## src/rtl/master_out_port.sv

```systemverilog
// master_out_port: serial-bus master that captures one request and shifts its
// address and data out LSB first, one bit per clk after the m_valid/s_ready
// handshake.
// Build option: define MASTER_OUT_BURST_EN to add write bursts. In a burst,
// each extra beat fetches one byte from the wd_* stream and sends it as a
// data-only beat.
//
// state      | meaning
// IDLE       | req_ready high, waiting for a request
// HS_WAIT    | m_valid high, address/data bit 0 held until s_ready
// ADDR_TX    | address bits 1..11, write data bits 1..7 (zero afterwards)
// BEAT_FETCH | wd_ready high, waiting for the next burst byte
// BEAT_HS    | m_valid high, burst byte bit 0 held until s_ready
// DATA_TX    | burst byte bits 1..7, tx_address low
module master_out_port (
   input  logic        clk,
   input  logic        reset,
   input  logic        req_valid,
   output logic        req_ready,
   input  logic [11:0] req_addr,
   input  logic [7:0]  req_wdata,
   input  logic        req_write,
   input  logic        req_read,
   input  logic [12:0] req_burst,
   input  logic        wd_valid,
   output logic        wd_ready,
   input  logic [7:0]  wd_data,
   output logic        m_valid,
   input  logic        s_ready,
   output logic        tx_address,
   output logic        tx_data,
   output logic        write_enable,
   output logic        read_enable,
   output logic [12:0] burst,
   output logic        tx_done
);

`ifdef MASTER_OUT_BURST_EN
   typedef enum logic [2:0] {IDLE, HS_WAIT, ADDR_TX, BEAT_FETCH, BEAT_HS, DATA_TX} state_t;
`else
   typedef enum logic [1:0] {IDLE, HS_WAIT, ADDR_TX} state_t;
`endif

   state_t      state_q, state_d;
   logic [11:0] addr_sh;
   logic [7:0]  data_sh;
   logic [3:0]  bit_cnt;
   logic        bit_tc;
   logic        wr_q;
   logic        rd_q;
   logic        tx_done_q;

   assign bit_tc       = (bit_cnt == 4'd0);
   assign write_enable = wr_q;
   assign read_enable  = rd_q;
   assign tx_done      = tx_done_q;

`ifdef MASTER_OUT_BURST_EN
   logic [12:0] burst_q;
   logic [11:0] beat_cnt;
   logic        more_beats;

   // Beats already sent beyond the first are counted up and compared with the
   // requested extra-beat count; a zero count therefore means a single beat.
   assign more_beats = wr_q && burst_q[0] && (beat_cnt != burst_q[12:1]);
   assign burst      = burst_q;
`else
   logic unused_burst_inputs;

   assign unused_burst_inputs = ^{req_burst, wd_valid, wd_data};
   assign burst               = '0;
`endif

   // State register
   always_ff @(posedge clk) begin
      if (reset) begin
         state_q <= IDLE;
      end else begin
         state_q <= state_d;
      end
   end

   // Next-state and bus outputs; bit 0 is presented while waiting for s_ready
   always_comb begin
      state_d    = state_q;
      req_ready  = 1'b0;
      m_valid    = 1'b0;
      wd_ready   = 1'b0;
      tx_address = 1'b0;
      tx_data    = 1'b0;
      case (state_q)
         IDLE: begin
            req_ready = 1'b1;
            if (req_valid) state_d = HS_WAIT;
         end
         HS_WAIT: begin
            m_valid    = 1'b1;
            tx_address = addr_sh[0];
            tx_data    = data_sh[0];
            if (s_ready) state_d = ADDR_TX;
         end
         ADDR_TX: begin
            tx_address = addr_sh[0];
            tx_data    = data_sh[0];
            if (bit_tc) begin
`ifdef MASTER_OUT_BURST_EN
               state_d = more_beats ? BEAT_FETCH : IDLE;
`else
               state_d = IDLE;
`endif
            end
         end
`ifdef MASTER_OUT_BURST_EN
         BEAT_FETCH: begin
            wd_ready = 1'b1;
            if (wd_valid) state_d = BEAT_HS;
         end
         BEAT_HS: begin
            m_valid = 1'b1;
            tx_data = data_sh[0];
            if (s_ready) state_d = DATA_TX;
         end
         DATA_TX: begin
            tx_data = data_sh[0];
            if (bit_tc) state_d = more_beats ? BEAT_FETCH : IDLE;
         end
`endif
         default: state_d = IDLE;
      endcase
   end

   // Request capture, bit shifters, bit down-counter and the tx_done pulse
   always_ff @(posedge clk) begin
      if (reset) begin
         addr_sh   <= '0;
         data_sh   <= '0;
         bit_cnt   <= '0;
         wr_q      <= 1'b0;
         rd_q      <= 1'b0;
         tx_done_q <= 1'b0;
`ifdef MASTER_OUT_BURST_EN
         burst_q   <= '0;
         beat_cnt  <= '0;
`endif
      end else begin
         tx_done_q <= 1'b0;
         case (state_q)
            IDLE: begin
               if (req_valid) begin
                  addr_sh  <= req_addr;
                  // Reads keep the data line low by shifting out zeros.
                  data_sh  <= req_write ? req_wdata : 8'h00;
                  wr_q     <= req_write;
                  rd_q     <= req_read && !req_write;
`ifdef MASTER_OUT_BURST_EN
                  burst_q  <= req_burst;
                  beat_cnt <= '0;
`endif
               end
            end
            HS_WAIT: begin
               if (s_ready) begin
                  addr_sh <= {1'b0, addr_sh[11:1]};
                  data_sh <= {1'b0, data_sh[7:1]};
                  bit_cnt <= 4'd10;
               end
            end
            ADDR_TX: begin
               addr_sh <= {1'b0, addr_sh[11:1]};
               data_sh <= {1'b0, data_sh[7:1]};
               if (bit_tc) begin
                  tx_done_q <= 1'b1;
`ifdef MASTER_OUT_BURST_EN
                  if (more_beats) beat_cnt <= beat_cnt + 12'd1;
`endif
               end else begin
                  bit_cnt <= bit_cnt - 4'd1;
               end
            end
`ifdef MASTER_OUT_BURST_EN
            BEAT_FETCH: begin
               if (wd_valid) data_sh <= wd_data;
            end
            BEAT_HS: begin
               if (s_ready) begin
                  data_sh <= {1'b0, data_sh[7:1]};
                  bit_cnt <= 4'd6;
               end
            end
            DATA_TX: begin
               data_sh <= {1'b0, data_sh[7:1]};
               if (bit_tc) begin
                  tx_done_q <= 1'b1;
                  if (more_beats) beat_cnt <= beat_cnt + 12'd1;
               end else begin
                  bit_cnt <= bit_cnt - 4'd1;
               end
            end
`endif
            default: begin
            end
         endcase
      end
   end

endmodule

```

## config.mk

```make
export PLATFORM = sky130hd
export DESIGN_NAME = master_out_port
export DESIGN_NICKNAME = d
export VERILOG_FILES = /design/src/rtl/master_out_port.sv
export SDC_FILE = /design/constraint.sdc
export NUM_CORES = 1
export LEC_CHECK = 0
export CAP_MARGIN = 10
export CORE_MARGIN = 8
export CORE_UTILIZATION = 46
export CTS_BUF_LIST = sky130_fd_sc_hd__clkbuf_16
export DETAILED_ROUTE_END_ITERATION = 10
export PLACE_DENSITY = 0.86
export SETUP_SLACK_MARGIN = 0.15
export SLEW_MARGIN = 20
export SYNTH_ARGS = -nofsm -noshare
export SYNTH_HDL_FRONTEND = slang
export SYNTH_SLANG_ARGS = --single-unit
export TNS_END_PERCENT = 30
```

## constraint.sdc

```tcl
create_clock -name clk -period 3.53 [get_ports clk]
set_input_delay 0.706 -clock clk [delete_from_list [all_inputs] [get_ports clk]]
set_output_delay 0.706 -clock clk [all_outputs]
set_load 0.01 [all_outputs]
```

* After elaboration in Yosys (flattened, before gate mapping)
Index checks and enable logic that the tools add are counted.
** Word-level totals
- Register bits after elaboration :: 29
- Input bits :: 48
- Word-level logic and storage cells :: 46
- Output and inout bits :: 21
** Operators by class
- $add $sub $neg :: 1
- Reductions and logical operators :: 12
- Multiplexer cells :: 19
- Bitwise operators :: 1
- Eq/ne operators :: 6
** Operator list (number)
- 12-bit one-hot mux with 3 select lines :: 1
- 12-bit two-way mux :: 2
- 8-bit two-way mux :: 3
- 8-bit one-hot mux with 3 select lines :: 1
- 3-bit AND reduction :: 3
- 4-bit two-way mux :: 2
- 2-bit inequality test, second input constant :: 4
- 4-bit one-hot mux with 2 select lines :: 1
- 2-bit two-way mux :: 3
- 2-bit one-hot mux with 3 select lines :: 1
- 1-bit two-way mux :: 5
- 4-bit logical NOT :: 1
- 2-bit OR reduction :: 2
- 4-bit by 1-bit subtractor with 4-bit output, second input constant :: 1
- 3-bit nonzero test :: 1
- 2-bit by 1-bit == test with 1-bit output, second input constant :: 1
- 2-bit == test, second input constant :: 1
- 2-bit logical NOT :: 1
- 2-bit AND reduction :: 1
- 2-bit nonzero test :: 1
- 1-bit logical AND :: 1
- 1-bit logical NOT :: 1
- 1-bit NOT :: 1

* Depth between registers and ports, before layout
Gate-level depths: netlist of run 1.
- Word-level depth :: 3
- Depth in mapped cells :: 6
- Depth with buffers taken out :: 5

* Worst setup path before layout of run 1
OpenSTA, ideal clock, no wires.
- Path kind :: reg-to-output
- From :: register state_q[0]
- To :: output tx_address
- Cell stages (with the launch flop) :: 5
- Arrival time :: 1.166 ns
- Slack :: 1.658 ns
- Data required time :: 2.824 ns
- Cell sequence :: dfxtp_1 -> inv_1 -> ha_1 -> clkbuf_1 -> and2_1
** Between the ends
- Word-level cells in the longest chain between the ends :: 3
- Elaborated cells on any way between the ends :: 4
- Classes of those cells :: eq/ne: 2; mux: 1; reduce/logical: 1
** Ends and longest elaborated chain
- start: declaration :: RTL line 44 : state_t state_q, state_d;
- start signal: assignment :: RTL line 79 : state_q <= state_d;
- 2-bit == test / 2-bit by 1-bit == test with 1-bit output (equally long branches) :: RTL line 91 : case (state_q)
- 2-bit OR reduction (no source line) *
- 1-bit two-way mux * :: RTL line 91
- end: declaration :: RTL line 30 : output logic tx_address,
Mark *: on every way between the ends. The rest lies on a longest branch, timed or not.

* Final worst setup path of run 1
Same ends and word-level chain as after synthesis.

==> run summary, run 1 <==
Status: finished, final reports clean
Placeable Area: 3390 µm²
Clock Sinks: 29
Combinational family with the most area after synthesis: compound AO/OA/AOI/OAI gates
Hold WC Path Type: register to register
Final Hold Fails: 0
Hold_buf cts: 0
Worst Path Max Fanout: 17
Power per cell area: 801 nW/µm²
Per-cell routed wire length: 14.7 µm
WL met2: 1.75 mm
Initial antenna violation count: 0
Largest buffer count on any clock path: 2
CP endpoint kind: output pin
DRT iter0 DRCs: 151
Aggregate global routing overflow: 0
Design area: 2050 µm²
Internal Pwr Total: 1.05 mW
Max Freq: 366 MHz
Routability cong.: 0.851
Post-route ant nets: 0
# Post-CTS Setup Buffers: 0
CTS tree: yes
Synth Area per Inst: 9.08 µm²
CTS Buf Count: 5
Xor-xnor portion of the synthesized cell area: 0
Gate power share: 0.435
R2R setup slack: 1.59 ns
Worst slew pin tran: 0.930 ns
CP Launch Type: register
CP max-delay cell: ha_1
Fin crit period: 2.74 ns
Cell variety after synth: 35
Post-CTS Resized: 0
RSZ-0062 raised after global routing: no
GR Util All Layers: 0.139
FILL cells: 315
Top cells by count, synth: dfxtp_1, a31oi_1, buf_4, mux2i_1, a211oi_1
Die W: 75.8 µm
Row Count: 21
Post-synthesis mux area share: 0.0861
Fin nets: 260
Primary FF master, synth: dfxtp_1
Skew final: 0.00606 ns
Hold path start: read_enable$_SDFFE_PP0P_
Vias in the first global route: 1366
Drt pass-1 iters: 4
Synth Area in Compound Gates: 0.219
Crit path launch: state_q[0]$_SDFFE_PP0P_
Top-area cell type share of the netlist area: 0.353
Crit-path cells: inv_1 -> ha_1 -> and2_1 -> clkdlybuf4s50_1
IO Port Bufs: 32
Most numerous cell in the Yosys netlist: dfxtp_1
Share of layout cells above drive strength 1: 0.0580
Net switching power: 0.592 mW
LEAKAGE: 0.782 nW
IO Pins: 69
#FFs+latches synth: 29
Max transition margin: 0.380
Via count: 1407
Die area: 5740 µm²
Ys Warns: 0
Reg area: 581 µm²
Delay of the slowest critical-path stage: 0.57 ns
Later-pin clock latency in the skew report: 0.28 ns
Post-synth ARST share: 0
Placed Area: 1910 µm²
HPWL after detailed placement: 2.53 mm
Layout Cells excl Fill: 253
RR Startpoint: state_q[1]$_SDFFE_PP0P_
M1 wire length: 1.63 mm
Critical Path RT: 2.82 ns
Max cap viols: 0
Synth area leaders: dfxtp_1, mux2i_1, buf_4
WL met3: 298 µm
Hold_ws: 0.447 ns
Reg2Reg Capture Point: addr_sh[7]$_SDFFE_PP0P_
Placed cell count: 245
Clock power frac: 0.241
Die Ht: 75.8 µm
Root buffer cell: clkbuf_16
Initial Util: 0.485
Area of the mapped netlist: 1640 µm²
Peak supply drop: 0.386 mV
Post-Synth Simple-Gate Area: 0.173
Part of the power in registers: 0.323
N_diodes: 0
Total chip power: 1.64 mW
Largest net degree at the start of global routing: 25
Via density: 5.56
Final setup vio count: 0
First-pass GRT wire length: 6.02 mm
Slew Limit Fails: 0
Top Metal Used: met4
DRC viols: 0
Area leader, netlist: dfxtp_1
Crit share post-route: 0.775
H-tree depth: 2
Multi-input gate area: 913 µm²
Cells after Synth: 181
Worst setup path class: register to output pin
Register area share after synthesis: 0.353
Post-synth EDFFs: 0
Adder-cell share of the synthesized area: 0.0457
Critical path endpoint: tx_address
Worst Reg2Reg Path Length in Cells: 5
Crit path DAT: 2.03 ns
Setup TNS: 0 ns
Area Growth Syn to Fin: 24.7%
CTS clk-pin slew, worst paths: 0.05 ns
Switching part of the total: 0.361
Final WL: 3.73 mm
[kinds of logic after synthesis]
kind of cell    Yosys count
compound gates           51
simple gates             45
buf+inv                  35
flops                    29
mux                      14
fa+ha+maj                 6
other cells               1
[per-layer routing]
layer	vias up	GRT usage
met5	-	0
met4	0	0.0640
met3	6	0.0513
met2	50	0.227
met1	658	0.156
li1	693	-
[metrics by stage]
step | setup slack [ns] | utilization
after floorplan | 1.66 | -
after global placement | 1.09 | 0.563
after detailed placement | 1.07 | 0.563
after CTS | 0.784 | 0.604
after global routing | 0.690 | 0.604
final | 0.794 | 0.604
[registers in the layout, indices dropped and copies added (netlist names)]
register	count
addr_sh	12
data_sh	8
bit_cnt	4
state_q	2
read_enable	1
tx_done	1
write_enable	1
[power by group through the flow]
stage                     clock network [mW]  logic, mW  registers (mW)
after floorplan                            0      0.574           0.518
after global placement                     0      0.701           0.529
after detailed placement                   0      0.714           0.535
after CTS                              0.409      0.720           0.529
after global routing                   0.422      0.794           0.546
final                                  0.396      0.714           0.530
[cells in the final DEF (no fill, tap or decap), drive strengths merged]
| master | n |
|---|---|
| a211oi | 13 |
| a21o | 1 |
| a21oi | 6 |
| a311oi | 7 |
| a31oi | 19 |
| a41o | 1 |
| and2 | 2 |
| and2b | 2 |
| and3b | 1 |
| and4 | 1 |
| buf | 2 |
| clkbuf | 5 |
| clkdlybuf4s50 | 32 |
| clkinv | 2 |
| conb | 14 |
| dfxtp | 29 |
| ha | 6 |
| inv | 7 |
| mux2 | 1 |
| mux2i | 13 |
| nand2 | 10 |
| nand2b | 7 |
| nand3 | 1 |
| nand3b | 7 |
| nand4 | 4 |
| nand4b | 1 |
| nand4bb | 1 |
| nor2 | 2 |
| nor2b | 2 |
| nor3 | 3 |
| o21bai | 1 |
| o31ai | 3 |
| or3b | 1 |
[final cells by class]
class | instances | share of cell area
Clock buffer | 5 | 0.0611
Clock inverter | 3 | 0.00672
Inverter | 6 | 0.0110
Multi-Input combinational cell | 130 | 0.446
Sequential cell | 29 | 0.283
Tap cell | 46 | 0.0281
Timing Repair Buffer | 34 | 0.164
[critical path: cells and delay by family (launching register included)]
family                   cells  cell delay (ns)
flip-flops                   1             0.38
buffers and inverters        2             0.61
adder cells (fa/ha/maj)      1             0.57
AND/OR/NAND/NOR              1             0.19
[worst min-delay path by stage]
stage,end,slack [ns],cells past startpoint
after floorplan,addr_sh[11]$_SDFFE_PP0P_,0.44,2
after global placement,read_enable$_SDFFE_PP0P_,0.44,2
after detailed placement,read_enable$_SDFFE_PP0P_,0.45,2
after CTS,read_enable$_SDFFE_PP0P_,0.45,2
after global routing,read_enable$_SDFFE_PP0P_,0.47,2
final,read_enable$_SDFFE_PP0P_,0.45,2
No activity file was read; power rests on OpenSTA's default activity.
==> run 2, diff against run 1 <==
Settings changed: CORE_UTILIZATION 46 to 42, PLACE_DENSITY 0.86 to 0.79.
Clock period 3.53 ns to 2.71 ns, I/O delays scaled along.
==> run 2 against run 1 <==
Flip-flop and latch count is the same. First-iteration DRC count shrank 27%. Routed wire length grew 3.3%. Via count grew 0.78%. Clock skew shrank 0.0013 ns. Core utilization shrank 4.4 points. Power grew 33%. Non-clock buffer count grew 4. Register-to-register slack lost 0.51 ns. Global-route usage shrank 1.1 points. Critical endpoint unchanged. Largest cell class unchanged. Largest power group unchanged.
==> run summary, run 2 (synthesis gave the netlist of run 1 again) <==
Slew Limit Fails: 0 (unchanged)
CTS tree: yes (unchanged)
Die area: 6170 µm² (was 5740 µm²)
IO Port Bufs: 32 (unchanged)
Largest buffer count on any clock path: 2 (unchanged)
Critical Path RT: 2.17 ns (was 2.82 ns)
Skew final: 0.00475 ns (was 0.00606 ns)
Fin crit period: 2.43 ns
Row Count: 22 (was 21)
Post-route ant nets: 0 (unchanged)
Clock Sinks: 29 (unchanged)
CP Launch Type: register (unchanged)
Fin nets: 264 (was 260)
CTS Buf Count: 5 (unchanged)
First-pass GRT wire length: 6.38 mm (was 6.02 mm)
Max reg flops: 12 (unchanged)
RSZ-0062 raised after global routing: no (unchanged)
Crit path DAT: 1.89 ns (was 2.03 ns)
H-tree depth: 2 (unchanged)
Initial Util: 0.442 (was 0.485)
Crit share post-route: 0.896
Hold WC Path Type: register to register (unchanged)
Net switching power: 0.784 mW (was 0.592 mW)
Later-pin clock latency in the skew report: 0.27 ns (was 0.28 ns)
Post-CTS Resized: 1 (was 0)
Via count: 1418 (was 1407)
Aggregate global routing overflow: 0 (unchanged)
Power per cell area: 1050 nW/µm² (was 801 nW/µm²)
Via density: 5.47 (was 5.56)
Largest net degree at the start of global routing: 33 (was 25)
Peak supply drop: 0.483 mV (was 0.386 mV)
Vias in the first global route: 1318 (was 1366)
HPWL after detailed placement: 2.66 mm (was 2.53 mm)
Placeable Area: 3720 µm² (was 3390 µm²)
Placed Area: 1940 µm² (was 1910 µm²)
Final setup vio count: 0 (unchanged)
Worst Path Max Fanout: 9 (was 17)
Internal Pwr Total: 1.40 mW (was 1.05 mW)
Per-cell routed wire length: 14.9 µm (was 14.7 µm)
CP endpoint kind: output pin (unchanged)
Max cap viols: 0 (unchanged)
Worst setup path class: register to output pin (unchanged)
Most common cell after layout, fill and taps aside: clkdlybuf4s50_1 (unchanged)
Share of layout cells above drive strength 1: 0.0758 (was 0.0580)
Gate power share: 0.447 (was 0.435)
Routability cong.: 0.759 (was 0.851)
Hold_ws: 0.448 ns (was 0.447 ns)
DRC viols: 0 (unchanged)
Clock power frac: 0.235 (was 0.241)
Setup TNS: 0 ns (unchanged)
Area Growth Syn to Fin: 26.7% (was 24.7%)
Final WL: 3.85 mm (was 3.73 mm)
GR Util All Layers: 0.128 (was 0.139)
# Post-CTS Setup Buffers: 0 (unchanged)
Die Ht: 78.5 µm (was 75.8 µm)
Reg with most FFs: addr_sh (unchanged)
Hold_buf cts: 0 (unchanged)
Part of the power in registers: 0.317 (was 0.323)
DRT iter0 DRCs: 110 (was 151)
Initial antenna violation count: 0 (unchanged)
IO Pins: 69 (unchanged)
Root buffer cell: clkbuf_16 (unchanged)
Biggest regs: addr_sh (12), data_sh (8), bit_cnt (4) (unchanged)
Final Hold Fails: 0 (unchanged)
Die W: 78.5 µm (was 75.8 µm)
Most frequent cells in the layout: clkdlybuf4s50_1, dfxtp_1, a31oi_1 (unchanged)
Status: finished, final reports clean (unchanged)
Switching part of the total: 0.359 (was 0.361)
R2R setup slack: 1.08 ns (was 1.59 ns)
Design area: 2080 µm² (was 2050 µm²)
N_diodes: 0 (unchanged)
CTS clk-pin slew, worst paths: 0.05 ns (about the same)
Max transition margin: 0.606 (was 0.380)
Worst slew pin tran: 0.590 ns (was 0.930 ns)
Drt pass-1 iters: 4 (unchanged)
Max Freq: 412 MHz
LEAKAGE: 0.794 nW (was 0.782 nW)
==> run 2: critical path: stages (launching register included) <==
cell	delay (ns)
dfxtp_1	0.37
inv_1	0.08
ha_2	0.47
and2_1	0.16
clkdlybuf4s50_1	0.53
==> run 2: per-layer routing <==
| layer | track usage | vias up | share of wire |
|---|---|---|---|
| li1 | - | 708 | - |
| met1 | 0.150 | 665 | 0.44 |
| met2 | 0.200 | 40 | 0.48 |
| met3 | 0.0558 | 5 | 0.073 |
| met4 | 0.0500 | 0 | 0.013 |
| met5 | 0 | - | 0 |
==> run 2: final timing paths <==
path,depth (start not counted),end,startpoint
max,4,tx_address,state_q[1]$_SDFFE_PP0P_
min,2,read_enable$_SDFFE_PP0P_,read_enable$_SDFFE_PP0P_
max reg2reg,5,state_q[1]$_SDFFE_PP0P_,bit_cnt[0]$_SDFFE_PP0P_
min reg2reg,2,read_enable$_SDFFE_PP0P_,read_enable$_SDFFE_PP0P_
==> run 2: metrics by stage <==
stage	setup WS (ns)	utilization	total power [mW]	cells
finish	0.282	0.560	2.19	259
global route	0.189	0.560	2.33	259
CTS	0.250	0.560	2.20	259
detailed placement	0.452	0.523	1.67	251
global placement	0.461	0.523	1.64	251
floorplan	1.00	-	1.42	194
==> run 2: layout make-up <==
class / instances / area (µm²)
multi-input cells: 130 / 916
clock inverters: 3 / 12.5
well taps: 48 / 60.1
inverters: 6 / 22.5
repair buffers: 38 / 365
fillers: 346 / 1630
clock buffers: 5 / 125
flip-flops and latches: 29 / 581
==> run 2: power by group through the flow <==
stage | Clock [mW] | Sequential, mW | Combinational [mW]
after global placement | 0 | 0.691 | 0.951
after global routing | 0.545 | 0.715 | 1.08
after detailed placement | 0 | 0.700 | 0.973
after floorplan | 0 | 0.675 | 0.748
after CTS | 0.525 | 0.693 | 0.986
final | 0.515 | 0.694 | 0.978
==> run 3, diff against run 2 <==
Settings changed: MAX_ROUTING_LAYER set to met4.
==> run 3 against run 2 <==
Clock power is essentially flat. Via count up 0.35%. Routed wire length is 0.21% higher. Worst hold slack is essentially flat. First-iteration DRC count rose by 28%. Critical path type unchanged. Critical endpoint unchanged. Highest routed layer unchanged.
==> run summary, run 3 (synthesis gave the netlist of run 1 again) <==
Reg with most FFs: addr_sh (unchanged)
Initial antenna violation count: 0 (unchanged)
Die area: 6170 µm² (unchanged)
Reg area: 581 µm² (unchanged)
IO Pins: 69 (unchanged)
Peak supply drop: 0.483 mV (about the same)
First-pass GRT wire length: 6.38 mm (unchanged)
Hold Path Cell Cnt: 2 (unchanged)
Final setup vio count: 0 (unchanged)
Sink of the worst hold path: read_enable$_SDFFE_PP0P_ (unchanged)
Critical Path RT: 2.17 ns (about the same)
CTS clk-pin slew, worst paths: 0.05 ns (about the same)
Worst Reg2Reg Path Length in Cells: 5 (unchanged)
Crit share post-route: 0.896 (about the same)
Hold WC Path Type: register to register (unchanged)
Drt pass-1 iters: 4 (unchanged)
Hold path start: read_enable$_SDFFE_PP0P_ (unchanged)
Worst slew pin tran: 0.577 ns (was 0.590 ns)
IO Port Bufs: 32 (unchanged)
Max reg flops: 12 (unchanged)
CTS tree: yes (unchanged)
Most frequent cells in the layout: clkdlybuf4s50_1, dfxtp_1, a31oi_1 (unchanged)
Die Ht: 78.5 µm (unchanged)
N_diodes: 0 (unchanged)
Max Freq: 412 MHz (about the same)
Area Growth Syn to Fin: 26.7% (unchanged)
Most common cell after layout, fill and taps aside: clkdlybuf4s50_1 (unchanged)
Final WL: 3.86 mm (was 3.85 mm)
Multi-input gate area: 916 µm² (unchanged)
HPWL after detailed placement: 2.66 mm (unchanged)
Setup TNS: 0 ns (unchanged)
Largest net degree at the start of global routing: 33 (unchanged)
Per-cell routed wire length: 14.9 µm (about the same)
Row Count: 22 (unchanged)
Die W: 78.5 µm (unchanged)
Crit path DAT: 1.89 ns (about the same)
Initial Util: 0.442 (unchanged)
Largest buffer count on any clock path: 2 (unchanged)
Final Core Density: 0.560 (unchanged)
Max transition margin: 0.615 (was 0.606)
Final Hold Fails: 0 (unchanged)
Post-route ant nets: 0 (unchanged)
Worst setup path class: register to output pin (unchanged)
Via count: 1423 (was 1418)
CP Launch Type: register (unchanged)
Placeable Area: 3720 µm² (unchanged)
Clock Sinks: 29 (unchanged)
CTS Buf Count: 5 (unchanged)
Biggest regs: addr_sh (12), data_sh (8), bit_cnt (4) (unchanged)
Fin nets: 264 (unchanged)
Total chip power: 2.19 mW (about the same)
DRT iter0 DRCs: 141 (was 110)
LEAKAGE: 0.794 nW (unchanged)
CP endpoint kind: output pin (unchanged)
Reg2Reg Capture Point: state_q[1]$_SDFFE_PP0P_ (unchanged)
Status: finished, final reports clean (unchanged)
R2R setup slack: 1.08 ns (about the same)
Root buffer cell: clkbuf_16 (unchanged)
Slew Limit Fails: 0 (unchanged)
Later-pin clock latency in the skew report: 0.27 ns (about the same)
RR Startpoint: bit_cnt[0]$_SDFFE_PP0P_ (unchanged)
Hold_buf cts: 0 (unchanged)
Max cap viols: 0 (unchanged)
GR Util All Layers: 0.132 (was 0.128)
Aggregate global routing overflow: 0 (unchanged)
H-tree depth: 2 (unchanged)
Via density: 5.49 (was 5.47)
Power per cell area: 1050 nW/µm² (about the same)
Share of layout cells above drive strength 1: 0.0758 (unchanged)
Skew final: 0.00470 ns (was 0.00475 ns)
FILL cells: 346 (unchanged)
Routability cong.: 0.769 (was 0.759)
DRC viols: 0 (unchanged)
RSZ-0062 raised after global routing: no (unchanged)
Worst Path Max Fanout: 9 (unchanged)
Vias in the first global route: 1316 (was 1318)
Fin crit period: 2.43 ns (about the same)
==> run 3: cell counts in the layout (fill, tap and decap cells not counted) <==
Identical to the previous run, type by type.
==> run 3: worst max-delay path by stage <==
stage	end	slack [ns]	cells past startpoint	from
after global placement	tx_address	0.46	4	state_q[0]$_SDFFE_PP0P_
final	tx_address	0.28	4	state_q[1]$_SDFFE_PP0P_
after detailed placement	tx_address	0.45	4	state_q[0]$_SDFFE_PP0P_
after global routing	tx_data	0.19	4	state_q[0]$_SDFFE_PP0P_
after floorplan	tx_address	1.00	4	state_q[0]$_SDFFE_PP0P_
after CTS	tx_address	0.25	4	state_q[0]$_SDFFE_PP0P_
==> run 3: per-stage QoR <==
stage | hold WS (ns) | cell area (µm²) | std cells | worst slack, ns
3_5_place_dp | 0.447 | 1940 | 251 | 0.452
5_1_grt | 0.477 | 2080 | 259 | 0.189
3_3_place_gp | 0.439 | 1940 | 251 | 0.461
4_1_cts | 0.453 | 2080 | 259 | 0.250
6_report | 0.448 | 2080 | 259 | 0.281
2_1_floorplan | 0.444 | 1690 | 194 | 1.00
==> run 3: critical path, stage by stage (launching register included) <==
cell and delay, ns:
dfxtp_1 0.37, inv_1 0.08, ha_2 0.47, and2_1 0.16, clkdlybuf4s50_1 0.53
==> run 3: power breakdown <==
group          internal (mW)  switching, mW  total (mW)
registers              0.594          0.101       0.694
logic                  0.478          0.499       0.978
clock network          0.331          0.184       0.514
total                   1.40          0.783        2.19
==> run 3: final cells by class <==
class | instances | area share
clock buffers | 5 | 0.0601
flip-flops and latches | 29 | 0.279
clock inverters | 3 | 0.00601
inverters | 6 | 0.0108
well taps | 48 | 0.0288
repair buffers | 38 | 0.175
multi-input cells | 130 | 0.440
==> run 3: layer usage <==
layer | GRT usage | up-vias | part of all wire
met1 | 0.154 | 662 | 0.44
met2 | 0.200 | 50 | 0.47
met4 | 0.0500 | 0 | 0.012
li1 | - | 706 | -
met5 | - | - | 0
met3 | 0.0513 | 5 | 0.067
==> run 3: repair_timing <==
item,in CTS,in global routing
setup endpoints to repair,1,0
gates resized for setup,1,0
buffers inserted,0,0
==> RTL change, RTL diff (settings of run 2) <==
Encoding of `state_t`: now one-hot (3 bits for 3 states).
--- a/src/rtl/master_out_port.sv
+++ b/src/rtl/master_out_port.sv
@@ -39,5 +39,5 @@
    typedef enum logic [2:0] {IDLE, HS_WAIT, ADDR_TX, BEAT_FETCH, BEAT_HS, DATA_TX} state_t;
 `else
-   typedef enum logic [1:0] {IDLE, HS_WAIT, ADDR_TX} state_t;
+   typedef enum logic [2:0] {IDLE = 3'b001, HS_WAIT = 3'b010, ADDR_TX = 3'b100} state_t;
 `endif
 
Check against the original RTL: same outputs for any inputs over 10 cycles, from zero or initial values and one cycle with reset high; not proved beyond that.
==> RTL change against run 2 <==
Setup slack better by 0.040 ns. Routed wire length fell by 14%. Critical path depth decreased by 1. Critical path type unchanged. First-iteration DRC count decreased by 11%. Synthesized area fell by 0.76%. Global-route usage down 1.3 points. Sequential cell count is 1 higher. Final area fell by 3.3%.
Power is not compared: it rests on default switching activity, and its combinational part moved more than twofold at a synthesized area within 25%.
==> RTL change: results (changes against run 2) <==
| Metric | Value |
|---|---|
| Status | `complete, no violations` |
| Slew margin rel. | `54.6% (-6.0 points)` |
| Mean routed wirelength per cell | `13.2 µm (-11%)` |
| CP arrival | `1.85 ns (-0.04 ns)` |
| Post-synth top cells | `30 x dfxtp_1, 22 x nor2_1, 15 x buf_4` |
| Synth top area cells | `dfxtp_1 37%, a211oi_2 8.4%, mux2i_1 7.4%` |
| Multi-input logic portion of the cell area | `42.3% (-1.7 points)` |
| Fin cells | `250 (-3.5%)` |
| Cells after synthesis | `173 (-4.4%)` |
| Inverters | `7 (+1)` |
| GRT met2 Usage | `17.4% (-2.6 points)` |
| GRT Overall Usage | `11.5% (-1.3 points)` |
| Setup slack at placement | `0.481 ns (+0.0290 ns)` |
| Met3 Wirelength | `250 µm (-11%)` |
| Fillers | `357 (+3.2%)` |
| Count of cell types in the netlist | `41 (+17%)` |
| M3 GR Usage | `4.56% (-1.0 points)` |
| Wire length on met2 | `1460 µm (-20%)` |
| Crit-path max FO | `11 (+2)` |
| Vias post-DR | `1264 (-11%)` |
| Count of plain and timing-repair buffers | `35 (-7.9%)` |
| Fin Clk Skew | `0.00248 ns (-0.00227 ns)` |
| Cells after DPL | `243 (-3.2%)` |
| First-pass GRT wire length | `5740 µm (-10%)` |
| Sequential element share of the synthesized area | `36.8% (+1.5 points)` |
[RTL change: cell types whose count changed after synthesis, sizes merged, moves of 4 or more]
cell	before	now
nor2	2	22
a31oi	19	2
nor3	3	10
a221oi	0	6
nand2b	7	1
clkbuf	7	2
nand2	10	5
nand3b	7	2
a311oi	7	3
and3	0	4
ha	6	2
nand4	4	0
nor3b	0	4
[RTL change: path summary, 6_finish.rpt]
| path | from | endpoint | slack, ns | cells after the start |
|---|---|---|---|---|
| setup / recovery | state_q[1]$_SDFFE_PP0P_ | tx_address | 0.32 | 3 |
| hold / removal | addr_sh[11]$_SDFFE_PP0P_ | addr_sh[11]$_SDFFE_PP0P_ | 0.45 | 2 |
| setup reg to reg | state_q[2]$_SDFFE_PP0P_ | data_sh[5]$_SDFFE_PP0P_ | 0.80 | 5 |
| hold reg to reg | addr_sh[11]$_SDFFE_PP0P_ | addr_sh[11]$_SDFFE_PP0P_ | 0.45 | 2 |
[RTL change: kinds of logic after synthesis]
kind of cell             Yosys count  synth area share, %
other                              1                0.230
AND/OR/NAND/NOR                   56                 19.0
buffers and inverters             33                 14.0
XOR/XNOR                           2                 1.07
AO/OA/AOI/OAI                     37                 20.0
flip-flops                        30                 36.8
adder cells (fa/ha/maj)            2                 1.53
multiplexers                      12                 7.37
[RTL change: power groups by stage]
stage,sequential (mW),clock [mW],combinational [mW]
2_1_floorplan,0.503,0,0.177
6_report,0.505,0.494,0.209
5_1_grt,0.510,0.536,0.232
3_5_place_dp,0.513,0,0.208
4_1_cts,0.504,0.514,0.209
3_3_place_gp,0.511,0,0.205
[RTL change: worst reg2reg max path: stages, from the launching register on]
cell and delay (ns):
dfxtp_1 0.53, nor3b_2 0.44, or3_1 0.17, buf_4 0.33, nor2_1 0.09, a311oi_2 0.24
